--- src/rtl/trigger_capture_pkg.sv ---
// Shared definitions for the trigger/capture sequencer and the RAM/display address logic.
package trigger_capture_pkg;

  localparam int BUFFER_LEN_DEF = 512;
  localparam int ADDR_W_DEF     = 9;

  typedef enum logic [2:0] {
    ST_IDLE  = 3'd0,
    ST_PRE   = 3'd1,
    ST_ARMED = 3'd2,
    ST_POST  = 3'd3,
    ST_DONE  = 3'd4
  } state_e;

  localparam logic SLOPE_RISE = 1'b0;
  localparam logic SLOPE_FALL = 1'b1;

  // Threshold helpers work in 9 bits so level +/- hyst clamps instead of wrapping.
  function automatic logic [7:0] level_lo(input logic [7:0] level, input logic [3:0] hyst);
    logic [8:0] diff;
    diff = {1'b0, level} - {5'd0, hyst};
    return diff[8] ? 8'd0 : diff[7:0];
  endfunction

  function automatic logic [7:0] level_hi(input logic [7:0] level, input logic [3:0] hyst);
    logic [8:0] sum;
    sum = {1'b0, level} + {5'd0, hyst};
    return sum[8] ? 8'hFF : sum[7:0];
  endfunction

endpackage

--- src/rtl/trigger_capture_detect.sv ---
// Hysteresis edge detector: arms a flag once the signal is clearly on the far side
// of the level, then flags the first qualified sample that crosses the level.
module trigger_detect
  import trigger_capture_pkg::*;
(
  input  logic       i_clk,
  input  logic       i_rst,
  input  logic       i_en,
  input  logic       i_clear,
  input  logic       i_slope,
  input  logic [7:0] i_sample,
  input  logic [7:0] i_level,
  input  logic [3:0] i_hyst,
  output logic       o_trig
);

  logic       flag_q, flag_d;
  logic [7:0] thr_lo, thr_hi;
  logic       arm_cond, hit;

  always_comb begin
    // NOTE: every signal written here gets a default first, so no latch can be inferred.
    thr_lo   = level_lo(i_level, i_hyst);
    thr_hi   = level_hi(i_level, i_hyst);
    arm_cond = 1'b0;
    hit      = 1'b0;
    if (i_slope == SLOPE_FALL) begin
      arm_cond = i_sample > thr_hi;
      hit      = i_sample <= i_level;
    end else begin
      arm_cond = i_sample < thr_lo;
      hit      = i_sample >= i_level;
    end
    // Decision uses the flag as it stood before this sample.
    o_trig = i_en && flag_q && hit;
    flag_d = flag_q;
    if (i_clear) begin
      flag_d = 1'b0;
    end else if (i_en && arm_cond) begin
      flag_d = 1'b1;
    end
  end

  always_ff @(posedge i_clk or posedge i_rst) begin
    // NOTE: sequential state uses non-blocking assignments so all flops update together.
    if (i_rst) flag_q <= 1'b0;
    else       flag_q <= flag_d;
  end

endmodule

--- src/rtl/trigger_capture.sv ---
// Arm/pre-fill/trigger/post-fill sequencer writing ADC samples into a circular
// capture buffer and reporting the start address of each completed window.
module trigger_capture
  import trigger_capture_pkg::*;
#(
  parameter int BUFFER_LEN   = BUFFER_LEN_DEF,
  parameter int ADDR_W       = ADDR_W_DEF,
  parameter int PRE_LEN      = 256,
  parameter int AUTO_TIMEOUT = 1000000
) (
  input  logic              i_clk,
  input  logic              i_rst,
  input  logic              i_start,
  input  logic              i_stop,
  input  logic              i_sample_en,
  input  logic [7:0]        i_adc_data,
  input  logic [7:0]        i_level,
  input  logic [3:0]        i_hyst,
  input  logic              i_slope,
  input  logic              i_auto,
  output logic              o_wr_en,
  output logic [ADDR_W-1:0] o_wr_addr,
  output logic [7:0]        o_wr_data,
  output logic [ADDR_W-1:0] o_start_addr,
  output logic              o_busy,
  output logic              o_done,
  output logic              o_auto_trig
);

  localparam int POST_LEN = BUFFER_LEN - PRE_LEN - 1;
  localparam int TMO_W    = $clog2(AUTO_TIMEOUT + 1);

  localparam logic [ADDR_W-1:0] PRE_LAST  = ADDR_W'(PRE_LEN - 1);
  localparam logic [ADDR_W-1:0] POST_LAST = ADDR_W'(POST_LEN - 1);
  localparam logic [ADDR_W-1:0] PRE_OFS   = ADDR_W'(PRE_LEN);
  localparam logic [TMO_W-1:0]  TMO_LAST  = TMO_W'(AUTO_TIMEOUT - 1);
  localparam logic [TMO_W-1:0]  TMO_SAT   = TMO_W'(AUTO_TIMEOUT);

  state_e             state_q, state_d;
  logic [ADDR_W-1:0]  ptr_q, ptr_d;
  logic [ADDR_W-1:0]  cnt_q, cnt_d;
  logic [TMO_W-1:0]   tmo_q, tmo_d;
  logic               wr_en_q, wr_en_d;
  logic [ADDR_W-1:0]  wr_addr_q, wr_addr_d;
  logic [7:0]         wr_data_q, wr_data_d;
  logic [ADDR_W-1:0]  start_addr_q, start_addr_d;
  logic               busy_q, busy_d;
  logic               done_q, done_d;
  logic               auto_trig_q, auto_trig_d;

  logic start_ok, det_en, det_trig, force_trig, writing;

  assign start_ok = (state_q == ST_IDLE) && i_start && !i_stop;
  assign det_en   = (state_q == ST_ARMED) && i_sample_en && !i_stop;

  trigger_detect u_detect (
    .i_clk    (i_clk),
    .i_rst    (i_rst),
    .i_en     (det_en),
    .i_clear  (start_ok),
    .i_slope  (i_slope),
    .i_sample (i_adc_data),
    .i_level  (i_level),
    .i_hyst   (i_hyst),
    .o_trig   (det_trig)
  );

  always_comb begin
    state_d      = state_q;
    ptr_d        = ptr_q;
    cnt_d        = cnt_q;
    tmo_d        = tmo_q;
    wr_en_d      = 1'b0;
    wr_addr_d    = wr_addr_q;
    wr_data_d    = wr_data_q;
    start_addr_d = start_addr_q;
    done_d       = 1'b0;
    auto_trig_d  = auto_trig_q;
    writing      = 1'b0;
    force_trig   = det_en && i_auto && (tmo_q >= TMO_LAST);

    case (state_q)
      ST_IDLE: begin
        if (start_ok) begin
          state_d     = ST_PRE;
          ptr_d       = '0;
          cnt_d       = '0;
          tmo_d       = '0;
          auto_trig_d = 1'b0;
        end
      end
      ST_PRE: begin
        if (i_stop) begin
          state_d = ST_IDLE;
        end else if (i_sample_en) begin
          writing = 1'b1;
          if (cnt_q == PRE_LAST) begin
            cnt_d   = '0;
            state_d = ST_ARMED;
          end else begin
            cnt_d = cnt_q + 1'b1;
          end
        end
      end
      ST_ARMED: begin
        if (i_stop) begin
          state_d = ST_IDLE;
        end else if (i_sample_en) begin
          writing = 1'b1;
          if (tmo_q != TMO_SAT) tmo_d = tmo_q + 1'b1;
          if (det_trig || force_trig) begin
            state_d      = ST_POST;
            cnt_d        = '0;
            start_addr_d = ptr_q - PRE_OFS;
            auto_trig_d  = !det_trig;
          end
        end
      end
      ST_POST: begin
        if (i_stop) begin
          state_d = ST_IDLE;
        end else if (i_sample_en) begin
          writing = 1'b1;
          if (cnt_q == POST_LAST) state_d = ST_DONE;
          else                    cnt_d   = cnt_q + 1'b1;
        end
      end
      ST_DONE: begin
        state_d = ST_IDLE;
        done_d  = !i_stop;
      end
      default: state_d = ST_IDLE;
    endcase

    if (writing) begin
      wr_en_d   = 1'b1;
      wr_addr_d = ptr_q;
      wr_data_d = i_adc_data;
      ptr_d     = ptr_q + 1'b1;
    end
    // Busy spans DONE too, so it drops on the same edge that raises o_done.
    busy_d = (state_d != ST_IDLE);
  end

  always_ff @(posedge i_clk or posedge i_rst) begin
    if (i_rst) begin
      state_q      <= ST_IDLE;
      ptr_q        <= '0;
      cnt_q        <= '0;
      tmo_q        <= '0;
      wr_en_q      <= 1'b0;
      wr_addr_q    <= '0;
      wr_data_q    <= '0;
      start_addr_q <= '0;
      busy_q       <= 1'b0;
      done_q       <= 1'b0;
      auto_trig_q  <= 1'b0;
    end else begin
      state_q      <= state_d;
      ptr_q        <= ptr_d;
      cnt_q        <= cnt_d;
      tmo_q        <= tmo_d;
      wr_en_q      <= wr_en_d;
      wr_addr_q    <= wr_addr_d;
      wr_data_q    <= wr_data_d;
      start_addr_q <= start_addr_d;
      busy_q       <= busy_d;
      done_q       <= done_d;
      auto_trig_q  <= auto_trig_d;
    end
  end

  assign o_wr_en      = wr_en_q;
  assign o_wr_addr    = wr_addr_q;
  assign o_wr_data    = wr_data_q;
  assign o_start_addr = start_addr_q;
  assign o_busy       = busy_q;
  assign o_done       = done_q;
  assign o_auto_trig  = auto_trig_q;

endmodule

--- config.mk ---
export PLATFORM = sky130hd
export DESIGN_NAME = trigger_capture
export DESIGN_NICKNAME = d
export VERILOG_FILES = /design/src/rtl/trigger_capture_pkg.sv /design/src/rtl/trigger_capture_detect.sv /design/src/rtl/trigger_capture.sv
export SDC_FILE = /design/constraint.sdc
export NUM_CORES = 1
export LEC_CHECK = 0
export ABC_AREA = 1
export BUFFER_PORTS_ARGS = -buffer_cell sky130_fd_sc_hd__clkbuf_2
export CORE_MARGIN = 3
export CORE_UTILIZATION = 50
export CTS_CLUSTER_DIAMETER = 60
export DETAILED_ROUTE_END_ITERATION = 6
export PLACE_DENSITY_LB_ADDON = 0.25
export SLEW_MARGIN = 10
export SYNTH_ARGS = -nofsm -noshare
export SYNTH_HDL_FRONTEND = slang
export SYNTH_SLANG_ARGS = --single-unit
--- constraint.sdc ---
create_clock -name i_clk -period 2.2 [get_ports i_clk]
set_input_delay 0.11 -clock i_clk [delete_from_list [all_inputs] [get_ports i_clk]]
set_output_delay 0.11 -clock i_clk [all_outputs]
set_load 0.02 [all_outputs]
# --- Word-level counts from Yosys, hierarchy flattened ---
# Index checks and enable logic that the tools add are counted.
word_totals:
  ram_bits: 0
  out_inout_bits: 30
  input_bits: 27
  ff_bits: 72
  mem_count: 0
  elab_cells: 111
  mem_bits_ro: 0
  latch_bits: 0
classes:
  div: 0
  add_sub_neg: 6
  multipliers: 0
  reduce_logical: 25
  muxes: 45
  order_cmp: 5
  bitwise: 1
  n_eq_ne: 17
  shifts: 0
op_table:
  columns: ["op", "n"]
  rows:
  - ["two-way mux 9 bit", 12]
  - ["two-way mux 20 bit", 4]
  - ["one-hot mux 20 bit (2 select lines)", 1]
  - ["one-hot mux 9 bit (4 select lines)", 1]
  - ["two-way mux 3 bit", 10]
  - ["adder 20 x 1 -> 20 bit (second input constant)", 1]
  - ["greater-or-equal comparator 20 bit (second input constant)", 1]
  - ["!= test 20 bit (second input constant)", 1]
  - ["adder 9 x 1 -> 9 bit (second input constant)", 2]
  - ["== test 9 x 8 -> 1 bit (second input constant)", 2]
  - ["two-way mux 8 bit", 2]
  - ["!= test 2 bit (second input constant)", 8]
  - ["two-way mux 1 bit", 13]
  - ["one-hot mux 3 bit (4 select lines)", 1]
  - ["AND reduction 10 bit", 1]
  - ["AND reduction 5 bit", 2]
  - ["adder 8 x 4 -> 9 bit", 1]
  - ["logical AND 1 bit", 9]
  - ["subtractor 8 x 4 -> 9 bit", 1]
  - ["subtractor 9 bit (second input constant)", 1]
  - ["greater-or-equal comparator 8 bit", 1]
  - ["> comparator 8 bit", 1]
  - ["less-or-equal comparator 8 bit", 1]
  - ["less-than comparator 8 bit", 1]
  - ["other kinds (15)", 21]

# --- Logic depth before layout (Yosys ltp) ---
# Gate-level depths: netlist of the first run.
logic_depth:
  depth_word: 11
  ltp_mapped: 19
  ltp_nobuf: 19

# --- Hierarchy ---
# From an unflattened synthesis of the first run, not the netlist that was laid out.
unflattened:
  hier_cells: 652
  hier_area_um2: 4884.7
modules_own_cells:
  columns: ["module", "cells_each", "seq_area_each_um2", "instances", "area_each_um2"]
  rows:
  - ["trigger_capture", 484, 1776.7, 1, 3791.1]
  - ["trigger_detect", 168, 25.0, 1, 1093.5]

# --- Worst setup path after synthesis of the first run ---
# Ideal clock, no wire load.
synth_path:
  path_kind: "input -> register"
  from: "input port i_hyst[2]"
  to: "register u_detect.flag_q"
  t_arrival_ns: 2.306
  n_path_buf: 0
  setup_ns: 0.120
  required_ns: 2.080
  stages: 16
  setup_slack_ns: -0.226
  cell_sequence: "inv_1 ha_1 o31ai_1 nand3_1 nor3_1 nor2_1 ha_1 nand2_1 nor2_1 nand3_1 nor2_1 nor2_1 nor2_1 nor2_1 nand2_1 a21oi_1"
synth_via:
  elab_chain_len: 6
  elab_cells_between_ends: 9
  cone_classes: "add/sub: 2; order compare: 2; mux: 3; reduce/logical: 2"
synth_rtl:
  columns: ["item", "line", "source"]
  rows:
  - ["from (decl)", "trigger_capture.sv:18", "input logic [3:0] i_hyst,"]
  - ["subtractor 8 x 4 -> 9 bit / adder 8 x 4 -> 9 bit (equally long branches)", "trigger_capture_pkg.sv:21, trigger_capture_pkg.sv:27", null]
  - ["two-way mux 8 bit (on tied branches)", "trigger_capture_pkg.sv:22, trigger_capture_pkg.sv:28", null]
  - ["less-than comparator 8 bit / > comparator 8 bit (equally long branches)", "trigger_capture_detect.sv:31, trigger_capture_detect.sv:28", null]
  - ["two-way mux 1 bit *", "trigger_capture_detect.sv:27", "if (i_slope == SLOPE_FALL) begin"]
  - ["logical AND 1 bit *", "trigger_capture_detect.sv:39", "end else if (i_en && arm_cond) begin"]
  - ["nonzero test 2 bit (no source line) *", null, null]
  - ["to (signal assigned)", "trigger_capture_detect.sv:47", "else flag_q <= flag_d;"]
  - ["to (decl)", "trigger_capture_detect.sv:17", "logic flag_q, flag_d;"]
# Every way passes the cells marked *; elsewhere a longest branch is shown, timed or not.
# A chain may end at the register's enable or synchronous reset.

# --- Worst setup path after layout of the first run ---
layout_path:
  from: "input port i_hyst[0]"
  to: "register u_detect.flag_q"
# Same word-level chain as after synthesis.

==> results.ini, run 1 <==
[worst_setup_path]
cp-end-kind=register
crit_chain=buf_8 -> ha_4 -> fa_2 -> inv_2 -> o31ai_4 -> nand3_2 -> nor3_4 -> nor2_1 -> ha_1 -> a21oi_2 -> o21ai_2 -> a21oi_2 -> nor2_1 -> nor2_1 -> nor2_1 -> nand2_1 -> a21oi_1
cp_common_cell=nor2_1
crit_buf_inv=2
crit_cells=17
crit_family=compound AO/OA/AOI/OAI gates
crit_type=input port to register
cpMaxStageDelayCell=ha_1
crit_path_max_incr_delay_ps=340
rr_worst_depth=10
crit_fanout=6
cp.required_ps=2440
arrival_ps=2360
critPathLaunchType=input port

[timing]
fin_crit_sh_pct=96.6
final_hold_viol_count=0
finClkSkew_ps=15.7
rsz0062_at_grt=true
worst_pin_slew_ps=542
final.min_clock_period_ps=2120
worst_slack_ps=75.4
maxSlewViolCount=0
max_freq_mhz=471
slew_headroom_pct=63.8
finalSetupViolCount=0

[synth]
synth_compound_area_share_pct=9.83
synth_xor_area_share_pct=4.27
ys_warn_count=0
yosys.area.top_type_share_pct=36.6
synth_simple_gate_area_share_pct=31.2
synth-seq-cells=72
synth.distinct_cells=47
synth_area_um2=4920
synth_area_leader_cell=dfrtp_1
yosys-top-cells-area=dfrtp_1, nand2_1, ha_1, nor2_1, inv_1
syn_avg_cell_area_um2=7.51
synth_top_family_by_area=simple AND/OR/NAND/NOR gates
muxShareOfSynthArea_pct=0
ys_seq_area_share_pct=36.6
synth_fa_ha_area_share_pct=10.5
syn_nets=723
syn_inst=656

[route]
drt_wl_total_um=11900
drc=0
vias=4565
route.antenna.remaining_nets=0
wl_per_cell_um=13.7
drt_pass1_iterations=5
post_drt_via_cell_ratio=5.25
dr.first_iter.drc_count=220

[cells_and_area]
nets=803
drive_above_1_share_pct=21.1
diodes=0
final_util_pct=62.7
area_delta_synth_final_pct=19.9

[hold_path]
whs_path_depth=3
hp-class=input port to register

[pwr]
total_power_w=0.00340
combPwrFrac_pct=21.3
swShare_pct=31.4
pwr-share-seq_pct=42.3
p_int_w=0.00233
power_density_nw_per_um2=575
p_leak_nw=2.93
clockPowerShare_pct=36.4
peakVddDrop_mv=0.475
switching_power_w=0.00107

[floorplanning]
initial_core_util_pct=52.3
io_pins=57
die_h_um=105
die-area_um2=11100
placementRows=35
die_width_um=105
fp.coreArea_um2=9420

[global_route]
grt.total_usage_pct=21.8
grt_pass1_wl_um=19900
grt_overflow=0
grt_pass1_vias=4368
grt_max_degree=49
antenna_found_initial=0

[cts]
cts.htree.levels=3
clock_latency_ps=360
numCtsBuffers=9
cts_tree=done
numClockSinks=72
cts_buffer_depth=2
clkTransAtPathRegs_ps=80
cts-root-buf=clkbuf_8

[placement]
gp_congestion=0.897
io_buffer_count=56
dp_hpwl_um=9150
pre_cts_ws_ps=-385

[run]
max-cap-violations=0

[status]
outcome=complete, no violations

==> area by class of cell <==
class,instances,area [um^2]
Fill cell,864,3510
Multi-Input combinational cell,492,2880
Sequential cell,72,1800
Timing Repair Buffer,84,542
Inverter,77,293
Tap cell,129,161
Clock buffer,9,124
Clock inverter,7,108
==> timing repair <==
item	in CTS	in global routing
hold buffers	2	0
gates resized for setup	2	33
hold endpoints to repair	25	0
pin swaps	1	21
buffers inserted	0	3
setup endpoints to repair	1	2
==> registers in the layout (all words and copies together) (netlist names) <==
register / count
o_auto_trig: 1
tmo_q: 20
o_wr_addr: 9
o_start_addr: 9
cnt_q: 9
o_wr_data: 8
ptr_q: 9
u_detect.flag_q: 1
o_busy: 1
o_wr_en: 1
state_q: 3
o_done: 1
==> power groups by stage <==
stage	combinational (W)	sequential (W)	clock, W
after floorplan	0.000351	0.00153	0
after global placement	0.000643	0.00146	0
after detailed placement	0.000674	0.00146	0
after CTS	0.000683	0.00144	0.00126
after global routing	0.000810	0.00145	0.00132
final	0.000723	0.00144	0.00124
==> tightest hold or removal path: stages <==
cell and delay [ps]:
clkbuf_2 120, nand2_1 70, nand2_1 40
==> layout by cell type, fill, tap and decap left out, types with 4 or more instances in the layout <==
cell type	instances
clkbuf_8	9
nor2_2	4
clkbuf_2	52
a21oi_2	6
xnor2_1	9
a211oi_1	6
nor2_1	75
nand2_2	6
inv_2	8
nor4_1	5
nand2_1	183
inv_1	67
o21ai_0	24
ha_4	4
nand3_1	33
buf_4	25
nor3_1	9
a21oi_1	23
dfrtp_1	72
o21ai_2	5
nand4_1	11
ha_1	34
xor2_1	15
==> final timing paths <==
kind | startpoint | slack (ps) | endpoint
min in group asynchronous | i_rst | 330 | tmo_q[10]$_DFFE_PP0P_
max in group asynchronous | i_rst | 1230 | state_q[2]$_DFF_PP0_
worst min-delay path | i_adc_data[7] | 30 | o_wr_data[7]$_DFFE_PP0P_
worst max-delay path | i_hyst[0] | 80 | u_detect.flag_q$_DFFE_PP0P_
worst max register to register | cnt_q[0]$_DFFE_PP0P_ | 300 | o_busy$_DFF_PP0_
worst min register to register | o_wr_data[7]$_DFFE_PP0P_ | 480 | o_wr_data[7]$_DFFE_PP0P_
==> kinds of logic (layout without fill, tap and decap cells) <==
kind of cell,after synthesis,after routing
AOI/OAI and AO/OA,81,81
xor gates and xnor gates,24,24
adders and majority gates,40,40
buffers and inverters,92,177
DFF,72,72
and+or+nand+nor,347,347
==> metal layers <==
metal / vias to the layer above / global-route usage, % / wire length (um)
met1: 2161 / 27.5 / 5160
li1: 2295 / - / -
met3: 17 / 4.78 / 503
met5: - / 0 / 0
met2: 92 / 37.4 / 6010
met4: 0 / 6.65 / 206
==> cell usage after synthesis, drive strengths merged <==
master and number:
a221oi 1, nor2 82, a31oi 1, a32oi 1, fa 2, o31ai 2
or2 2, a211oi 7, o211ai 1, a21oi 29, inv 76, ha 38
clkinv 1, o31a 1, clkbuf 6, nand3b 3, o32ai 1, nor4 7
o21ai 31, dfrtp 72, o21bai 1, a32o 1, a22oi 1, nand3 37
o22ai 3, xor2 15, buf 9, xnor2 9, nor3 13, nand4 11
nand2 192
==> per-stage QoR <==
stage               cells  setup TNS, ps  hold slack [ps]  instance area, um^2
finish                870              0             30.4                 5900
global route          870           -135             27.3                 5900
CTS                   867              0             15.3                 5760
detailed placement    849           -385              174                 5500
global placement      849           -221              169                 5500
floorplan             656              0              188                 4950
Note: power is estimated with default switching activity, not from simulation.
==> inputs of run 2 (changes only) <==
==> constraint.sdc (replaced) <==
create_clock -name i_clk -period 2.2 [get_ports i_clk]
set_input_delay 0.22 -clock i_clk [delete_from_list [all_inputs] [get_ports i_clk]]
set_output_delay 0.22 -clock i_clk [all_outputs]
set_load 0.02 [all_outputs]
==> run 2 against run 1 <==
Compared with the run above:
- the flow now finishes with violations (setup timing)
- sequential share of layout area is essentially flat
- design area is essentially flat
- sequential power is essentially flat
- worst hold slack gained 81 ps
- wire length shrank 4.3%
- non-clock buffer count grew 4
- final cell count grew 0.46%
- critical path type unchanged
- critical endpoint unchanged
- largest cell class unchanged
- highest routed layer unchanged
==> results.ini, run 2 (synthesis gave the netlist of run 1 again) <==
[floorplanning]
io_pins=57
die_width_um=105
die-area_um2=11100
die_h_um=105
fp.coreArea_um2=9420
initial_core_util_pct=52.3
placementRows=35

[worst_setup_path]
crit_fanout=3
r2r_start=cnt_q[0]$_DFFE_PP0P_
r2r_end=o_busy$_DFF_PP0_
rr_worst_depth=10
cp.required_ps=2440
crit_start=i_level[0]
crit_type=input port to register
cp-end-kind=register
critPathLaunchType=input port
r2r_setup_slack_ps=210
arrival_ps=2510
crit_end=u_detect.flag_q$_DFFE_PP0P_

[cells_and_area]
nets=807
fin_cells=874
largest_register=tmo_q
drive_above_1_share_pct=20.7
design_area_um2=5900
diodes=0
final_cell_mix=nand2_1, nor2_1, dfrtp_1
final_common_cell=nand2_1
largest_register_ffs=20
area_delta_synth_final_pct=19.8

[route]
wl_per_cell_um=13.0
route.antenna.remaining_nets=0
vias=4446
drt_pass1_iterations=4
post_drt_via_cell_ratio=5.09
drc=0
dr.first_iter.drc_count=149
drt_wl_total_um=11400

[global_route]
grt_overflow=0
grt_pass1_wl_um=19900
antenna_found_initial=0
grt.total_usage_pct=21.6
grt_pass1_vias=4389
grt_max_degree=50

[timing]
worst_slack_ps=-66.6
hold_slack_ps=111
slew_headroom_pct=64.8
finClkSkew_ps=12.3
rsz0062_at_grt=true
final_hold_viol_count=0
maxSlewViolCount=0
max_freq_mhz=441
worst_pin_slew_ps=527
final.min_clock_period_ps=2270
finalSetupViolCount=1
fin_crit_sh_pct=103

[placement]
gp_congestion=0.920
place_area_um2=5560
io_buffer_count=56
dp.cells=852
dp_hpwl_um=8780

[run]
max-cap-violations=0

[pwr]
p_leak_nw=2.95
power_density_nw_per_um2=572
peakVddDrop_mv=0.296

[cts]
cts_tree=done
clkTransAtPathRegs_ps=80
cts-root-buf=clkbuf_8
cts.htree.levels=3
cts_buffer_depth=2
numCtsBuffers=9
clock_latency_ps=360
numClockSinks=72

[status]
outcome=finished, violations left
violations=setup timing

[hold_path]
hp-class=input port to register
whs_path_depth=2

==> run 2: worst min-delay path by stage <==
stage,startpoint,end
after global placement,i_rst,tmo_q[3]$_DFFE_PP0P_
after floorplan,i_stop,state_q[1]$_DFF_PP0_
after global routing,i_stop,state_q[1]$_DFF_PP0_
after CTS,i_stop,state_q[1]$_DFF_PP0_
after detailed placement,i_rst,tmo_q[3]$_DFFE_PP0P_
final,i_stop,state_q[1]$_DFF_PP0_
==> run 2: layout make-up <==
type / instances / area (um^2)
Fill cell: 834 / 3520
Multi-Input combinational cell: 492 / 2850
Sequential cell: 72 / 1800
Timing Repair Buffer: 88 / 566
Inverter: 77 / 293
Tap cell: 129 / 161
Clock buffer: 9 / 124
Clock inverter: 7 / 109
==> run 2: what timing repair did <==
action                                  4_1_cts  5_1_grt
resized for setup                             4       20
pin swaps                                     0       17
setup buffers                                 0        5
hold buffers                                  1        0
endpoints found under the setup margin        1        4
endpoints found under the hold margin        23        0
==> run 2: power breakdown <==
part           switching, W  total (W)  internal (W)
clock              0.000577    0.00124      0.000667
combinational      0.000431   0.000700      0.000269
sequential        0.0000428    0.00143       0.00139
==> run 2: layer usage <==
metal,share of wire [%],vias up,global-route usage [%]
li1,-,2299,-
met1,46,2051,28.7
met2,48,79,35.5
met3,4.0,17,3.86
met4,1.8,0,7.12
met5,0,-,0
==> run 2: critical path, stage by stage <==
cell     delay (ps)
buf_8           100
ha_4            150
fa_2            400
inv_2            90
o31ai_4          80
nand3_2         110
buf_4           130
nand4_1          90
a32oi_1         200
ha_1            290
a21oi_1         140
o21ai_1          70
a21oi_1         120
nor2_1           60
nor2_1           90
nor2_1           50
nand2_1          60
a21oi_2          50
==> run 2: per-stage QoR <==
| step | setup WS [ps] | utilization, % | TNS [ps] | power (W) |
|---|---|---|---|---|
| after global routing | -284 | 62.7 | -284 | 0.00358 |
| after CTS | 2.41 | 61.8 | 0 | 0.00339 |
| final | -66.6 | 62.7 | -66.6 | 0.00338 |
| after detailed placement | -399 | 59.0 | -399 | 0.00214 |
| after floorplan | -43.4 | - | -43.4 | 0.00189 |
| after global placement | -329 | 59.0 | -329 | 0.00211 |
